`src/rtl/hpc1_issue_sequencer.sv`:
```
// rtl/hpc1_issue_sequencer.sv - issue sequencer for a 3-share 8-bit HPC1 AND gadget with credit-based result FIFO.
// Define HPC1_SEQ_PRNG_EN to source gadget randomness from an internal LFSR instead of rnd_*.
module hpc1_issue_sequencer #(
  parameter int DEPTH = 4,
  parameter int CNT_W = 16
) (
  input  logic             clk,
  input  logic             rst,
  input  logic             in_valid,
  output logic             in_ready,
  input  logic [23:0]      in_a,
  input  logic [23:0]      in_b,
  input  logic             rnd_valid,
  output logic             rnd_ready,
  input  logic [39:0]      rnd_data,
  output logic [7:0]       g_a0,
  output logic [7:0]       g_a1,
  output logic [7:0]       g_a2,
  output logic [7:0]       g_b0,
  output logic [7:0]       g_b1,
  output logic [7:0]       g_b2,
  output logic [7:0]       g_r0,
  output logic [7:0]       g_r1,
  output logic [7:0]       g_p01,
  output logic [7:0]       g_p02,
  output logic [7:0]       g_p12,
  input  logic [7:0]       g_c0,
  input  logic [7:0]       g_c1,
  input  logic [7:0]       g_c2,
  output logic             out_valid,
  input  logic             out_ready,
  output logic [23:0]      out_c,
  input  logic             flush,
  output logic             busy,
  output logic [CNT_W-1:0] op_count
);

  localparam int PW = $clog2(DEPTH);

  typedef enum logic [1:0] {IDLE, ACTIVE, FLUSH} state_t;

  state_t           state_q;
  logic [1:0]       pipe_q;
  logic [1:0]       inflight_q;
  logic [1:0]       inflight_d;
  logic [PW:0]      wr_q;
  logic [PW:0]      rd_q;
  logic [23:0]      mem_q [DEPTH];
  logic [CNT_W-1:0] cnt_q;
  logic [PW:0]      fifo_count;
  logic [PW:0]      free_slots;
  logic [39:0]      rnd_bits;
  logic             rand_avail;
  logic             fire;
  logic             capture;
  logic             push;
  logic             pop;

`ifdef HPC1_SEQ_PRNG_EN
  logic [39:0] lfsr_q;
  logic        unused_rnd;

  assign unused_rnd = ^{rnd_valid, rnd_data};
  assign rnd_bits   = lfsr_q;
  assign rand_avail = 1'b1;
  assign rnd_ready  = 1'b0;

  // Fibonacci LFSR x^40+x^38+x^21+x^19+1, stepped once per issue so no word is reused.
  always_ff @(posedge clk or posedge rst) begin
    if (rst) begin
      lfsr_q <= 40'hA5_C3_96_0F_1E;
    end else if (fire) begin
      lfsr_q <= {lfsr_q[38:0], lfsr_q[39] ^ lfsr_q[37] ^ lfsr_q[20] ^ lfsr_q[18]};
    end
  end
`else
  assign rnd_bits   = rnd_data;
  assign rand_avail = rnd_valid;
  assign rnd_ready  = fire;
`endif

  assign fifo_count = wr_q - rd_q;
  assign free_slots = (PW+1)'(DEPTH) - fifo_count;

  // Credit rule: only issue while every in-flight result already owns a free FIFO slot.
  assign in_ready = ~rst & ~flush & (state_q != FLUSH) & rand_avail &
                    (free_slots > (PW+1)'(inflight_q));
  assign fire     = in_valid & in_ready;
  assign capture  = pipe_q[1];
  assign push     = capture & (state_q != FLUSH);

  assign out_valid = ~flush & (state_q != FLUSH) & (fifo_count != '0);
  assign pop       = out_valid & out_ready;
  assign out_c     = out_valid ? mem_q[rd_q[PW-1:0]] : 24'h0;

  assign {g_a2, g_a1, g_a0}                 = fire ? in_a : 24'h0;
  assign {g_b2, g_b1, g_b0}                 = fire ? in_b : 24'h0;
  assign {g_p12, g_p02, g_p01, g_r1, g_r0}  = fire ? rnd_bits : 40'h0;

  assign busy     = (state_q != IDLE);
  assign op_count = cnt_q;

  always_comb begin
    inflight_d = inflight_q;
    if (fire && !capture) begin
      inflight_d = inflight_q + 2'd1;
    end else if (!fire && capture) begin
      inflight_d = inflight_q - 2'd1;
    end
  end

  always_ff @(posedge clk or posedge rst) begin
    if (rst) begin
      state_q    <= IDLE;
      pipe_q     <= '0;
      inflight_q <= '0;
      wr_q       <= '0;
      rd_q       <= '0;
      cnt_q      <= '0;
    end else begin
      pipe_q     <= {pipe_q[0], fire};
      inflight_q <= inflight_d;
      if (fire && cnt_q != '1) begin
        cnt_q <= cnt_q + 1'b1;
      end
      if (push) begin
        wr_q <= wr_q + 1'b1;
      end
      if (pop) begin
        rd_q <= rd_q + 1'b1;
      end
      if (flush) begin
        state_q <= FLUSH;
      end else begin
        case (state_q)
          IDLE: begin
            if (fire) state_q <= ACTIVE;
          end
          ACTIVE: begin
            if (!fire && inflight_q == 2'd0 && fifo_count == '0) state_q <= IDLE;
          end
          FLUSH: begin
            // Late captures were already dropped; discard whatever was queued before the flush.
            if (inflight_q == 2'd0) begin
              wr_q    <= '0;
              rd_q    <= '0;
              state_q <= IDLE;
            end
          end
          default: state_q <= IDLE;
        endcase
      end
    end
  end

  always_ff @(posedge clk) begin
    if (push) begin
      mem_q[wr_q[PW-1:0]] <= {g_c2, g_c1, g_c0};
    end
  end

endmodule
```
`config.mk`:
```
export PLATFORM = sky130hd
export DESIGN_NAME = hpc1_issue_sequencer
export DESIGN_NICKNAME = d
export VERILOG_FILES = /design/src/rtl/hpc1_issue_sequencer.sv
export SDC_FILE = /design/constraint.sdc
export NUM_CORES = 1
export LEC_CHECK = 0
export BUFFER_PORTS_ARGS = -buffer_cell sky130_fd_sc_hd__buf_2
export CAP_MARGIN = 10
export CORE_ASPECT_RATIO = 0.7
export CORE_MARGIN = 4
export CORE_UTILIZATION = 43
export CTS_CLUSTER_DIAMETER = 30
export DETAILED_ROUTE_END_ITERATION = 8
export GPL_TIMING_DRIVEN = 0
export PLACE_DENSITY_LB_ADDON = 0.3
export SYNTH_ARGS = -nofsm -noshare
export SYNTH_HDL_FRONTEND = slang
export SYNTH_SLANG_ARGS = --single-unit
```
`constraint.sdc`:
```
create_clock -name clk -period 4.3 [get_ports clk]
set_clock_uncertainty 0.15 [all_clocks]
set_input_delay 0.86 -clock clk [delete_from_list [all_inputs] [get_ports clk]]
set_output_delay 0.86 -clock clk [all_outputs]
set_load 0.03 [all_outputs]
```
==> qor.yml <==
yosys:
  synth_top_cell_area_share_pct: 49.3
  syn_inst: 408
  synth-edff-count: 96
  yosys_warnings: 0
  synth_compound_area_share_pct: 1.09
  yosys.area_share.simple_pct: 19.3
  synth_top_cells_by_count: "96 x edfxtp_1, 95 x and3_1, 28 x dfrtp_1"
  synth_top_cell_by_area: "edfxtp_1"
  synthesis.nets: 539
  synth_flop_cell: "edfxtp_1"
  ys_seq_area_share_pct: 61.3
  yosysMostFrequentCell: "edfxtp_1"
  synthTopCellsByArea: "edfxtp_1 49%, dfrtp_1 12%, and3_1 10%"
  synthMuxAreaShare_pct: 9.76
  yosys_register_bits: 124
  synthDistinctLibCells: 42
  postSynthAreaPerCell_um2: 14.3
  syn-cell-area_um2: 5840
  ys_async_sr_fraction_pct: 22.6
  synth_fa_ha_area_share_pct: 2.91
  synth_top_family_by_area: "simple AND/OR/NAND/NOR gates"
  synthXorXnorAreaFrac_pct: 3.15
power:
  p_sw_share_pct: 20.7
  pwr-share-comb_pct: 7.6
  switchingPower_mw: 0.602
  p_per_area_nw_per_um2: 337
  seqPwrFrac_pct: 44.6
  p_leak_nw: 4.08
  ir_worst_vdd_v: 0.000328
  intPower_mw: 2.31
  p_clk_share_pct: 47.8
  power_mw: 2.91
floorplan:
  die_area_um2: 15600
  num_rows: 35
  die_w_um: 147
  coreArea_um2: 13200
  io_pins: 250
  die_h_um: 106
  start_util_pct: 44.2
grt:
  grt_pass1_vias: 4524
  track_usage_pct: 20.9
  grt_start_max_net_pins: 30
  antenna_found_initial: 0
  grt_pass1_wl_um: 25000
  grt-ovfl-total: 0
timing:
  slew_violations: 0
  tns_ns: 0
  rsz0062_at_grt: "false"
  hold_violations: 0
  worst_slack_ns: 0.120
  worst_pin_slew_ns: 1.04
  fmax_ghz: 0.239
  fin_crit_sh_pct: 97.2
  slew_headroom_pct: 30.2
  finalSetupViolCount: 0
  period_needed_ns: 4.18
layout:
  nFillCells: 1061
  finalNonFillerCells: 894
  syn_to_final_growth_pct: 47.7
  layout-drive-gt1-share_pct: 53.5
  final_nets: 826
  fin_area_um2: 8630
drt:
  via_per_inst: 5.07
  wl_um: 16700
  dr.pass1.iters: 4
  dr.first_iter.drc_count: 241
  wl_per_cell_um: 18.7
  antenna_left: 0
  routed-via-count: 4534
  drc: 0
placed_design:
  placedCellCount: 846
  dp_hpwl_um: 12000
  place_area_um2: 7420
  gp_congestion: 0.897
  place_ws_ns: -0.699
  io_buffer_count: 249
setup_path:
  critPathRequiredTime_ns: 3.29
  crit_chain: "inv_2 > ha_1 > inv_1 > fa_2 > inv_1 > ha_4 > ha_4 > nand2b_1 > a32oi_4 > buf_6 > buf_4 > and3_4 > buf_6"
  worst_setup_path_end_kind: "output port"
  path_max_fanout: 10
  slowest_stage: "fa_2"
  start_kind: "register"
  critPathArrivalTime_ns: 3.17
  critical_path_class: "reg -> out"
  cpPeakStageDelay_ns: 0.51
clock_network:
  clockBufferDepth: 2
  cts_tree: "done"
  cts_buffers: 17
  clock-sinks: 124
  hold_buffers: 0
  root_buffer: "clkbuf_16"
  htreeDepth: 4
  cts.clk_slew.worst_paths_ns: 0.05
  clk-insertion-delay-late_ns: 0.41
outcome:
  status: "complete, no violations"
run:
  drv_cap: 0
min_path:
  hold_path_class: "reg -> reg"
-- layer usage --
| metal | track usage [%] | share of wire (%) | up-vias |
|---|---|---|---|
| met3 | 6.15 | 5.9 | 21 |
| met4 | 5.98 | 1.2 | 0 |
| li1 | - | - | 2125 |
| met1 | 28.7 | 45 | 2265 |
| met2 | 32.7 | 48 | 123 |
| met5 | 0 | 0 | - |
-- repair_timing --
| item | 4_1_cts | 5_1_grt |
|---|---|---|
| endpoints found under the hold margin | 0 | 0 |
| buffers inserted | 7 | 8 |
| resized for setup | 65 | 128 |
| pin swaps | 1 | 3 |
| endpoints found under the setup margin | 115 | 108 |
-- power by group through the flow --
stage | Sequential [mW] | Combinational [mW] | Clock [mW]
floorplan | 1.32 | 0.0708 | 0
global placement | 1.32 | 0.144 | 0
detailed placement | 1.32 | 0.154 | 0
CTS | 1.30 | 0.191 | 1.42
global route | 1.30 | 0.243 | 1.47
finish | 1.30 | 0.221 | 1.39
-- kinds of logic (layout without fill, tap and decap cells) --
kind of cell | after synthesis | after routing
flops | 124 | 124
simple gates | 178 | 178
fa+ha+maj | 13 | 13
xor+xnor | 21 | 21
mux | 26 | 26
buf+inv | 36 | 336
compound gates | 10 | 10
other cells | 0 | 1
-- cell usage in the layout (no fill, tap or decap), types with 2 or more instances in the layout --
cell,synthesis,final
a21oi_1,7,7
and2_1,24,24
and3_1,95,82
and3_4,0,13
and4_1,2,2
buf_16,0,4
buf_2,4,176
buf_4,0,66
buf_6,0,26
buf_8,0,2
bufinv_16,0,3
clkbuf_1,20,9
clkbuf_16,0,17
clkbuf_2,1,3
clkbuf_4,0,9
clkinv_2,0,7
clkinvlp_4,0,2
dfrtp_1,28,27
edfxtp_1,96,96
ha_1,12,9
ha_4,0,3
inv_1,9,8
mux2_4,2,2
mux4_2,24,24
nand2_1,10,10
nand2b_1,2,2
nand3_1,9,9
nand3_2,2,2
nand4_1,2,2
nor2_1,9,9
nor3_1,5,4
nor3_4,1,2
nor4_1,3,3
nor4_2,2,2
or2_2,2,2
xnor2_1,9,7
xnor2_2,0,2
xor2_1,12,12
-- final timing paths --
check	start	end	slack, ns	cells past startpoint
max	wr_q[0]$_DFF_PP0_	g_b0[4]	0.12	13
min	pipe_q[0]$_DFF_PP0_	pipe_q[1]$_DFF_PP0_	0.21	0
max reg2reg	wr_q[0]$_DFF_PP0_	inflight_q[1]$_DFFE_PP0P_	0.85	18
min reg2reg	pipe_q[0]$_DFF_PP0_	pipe_q[1]$_DFF_PP0_	0.21	0
max in group asynchronous	rst	op_count[7]$_DFFE_PP0P_	3.28	3
min in group asynchronous	rst	wr_q[1]$_DFF_PP0_	0.29	2
-- critical path, delay by kind of cell, from the launching register on --
kind            cells  cell delay [ns]
fa+ha+maj           4             1.16
simple gates        2             0.32
buf+inv             6             0.62
flops               1             0.39
compound gates      1             0.27
-- flip-flops by register name (all words and copies together) (netlist names) --
| name | count |
|---|---|
| mem_q | 96 |
| op_count | 16 |
| rd_q | 3 |
| wr_q | 3 |
| inflight_q | 2 |
| pipe_q | 2 |
| state_q | 2 |
-- final cells by class --
type / count / area, µm² / area share (%)
clock inverter: 14 / 153 / 1.77
timing repair buffer: 269 / 1770 / 20.5
antenna: 1 / 2.50 / 0.0290
sequential: 124 / 3580 / 41.5
inverter: 10 / 45.0 / 0.522
clock buffer: 18 / 429 / 4.97
tap: 185 / 231 / 2.68
multi-input combinational: 248 / 2270 / 26.2
buffer: 25 / 151 / 1.75
-- per-stage QoR --
stage | hold WS (ns) | util (%)
2_1_floorplan | 0.181 | -
3_3_place_gp | 0.182 | 55.4
3_5_place_dp | 0.191 | 56.1
4_1_cts | 0.210 | 62.2
5_1_grt | 0.217 | 65.3
6_report | 0.209 | 65.3
(Power assumes the default switching activity.)
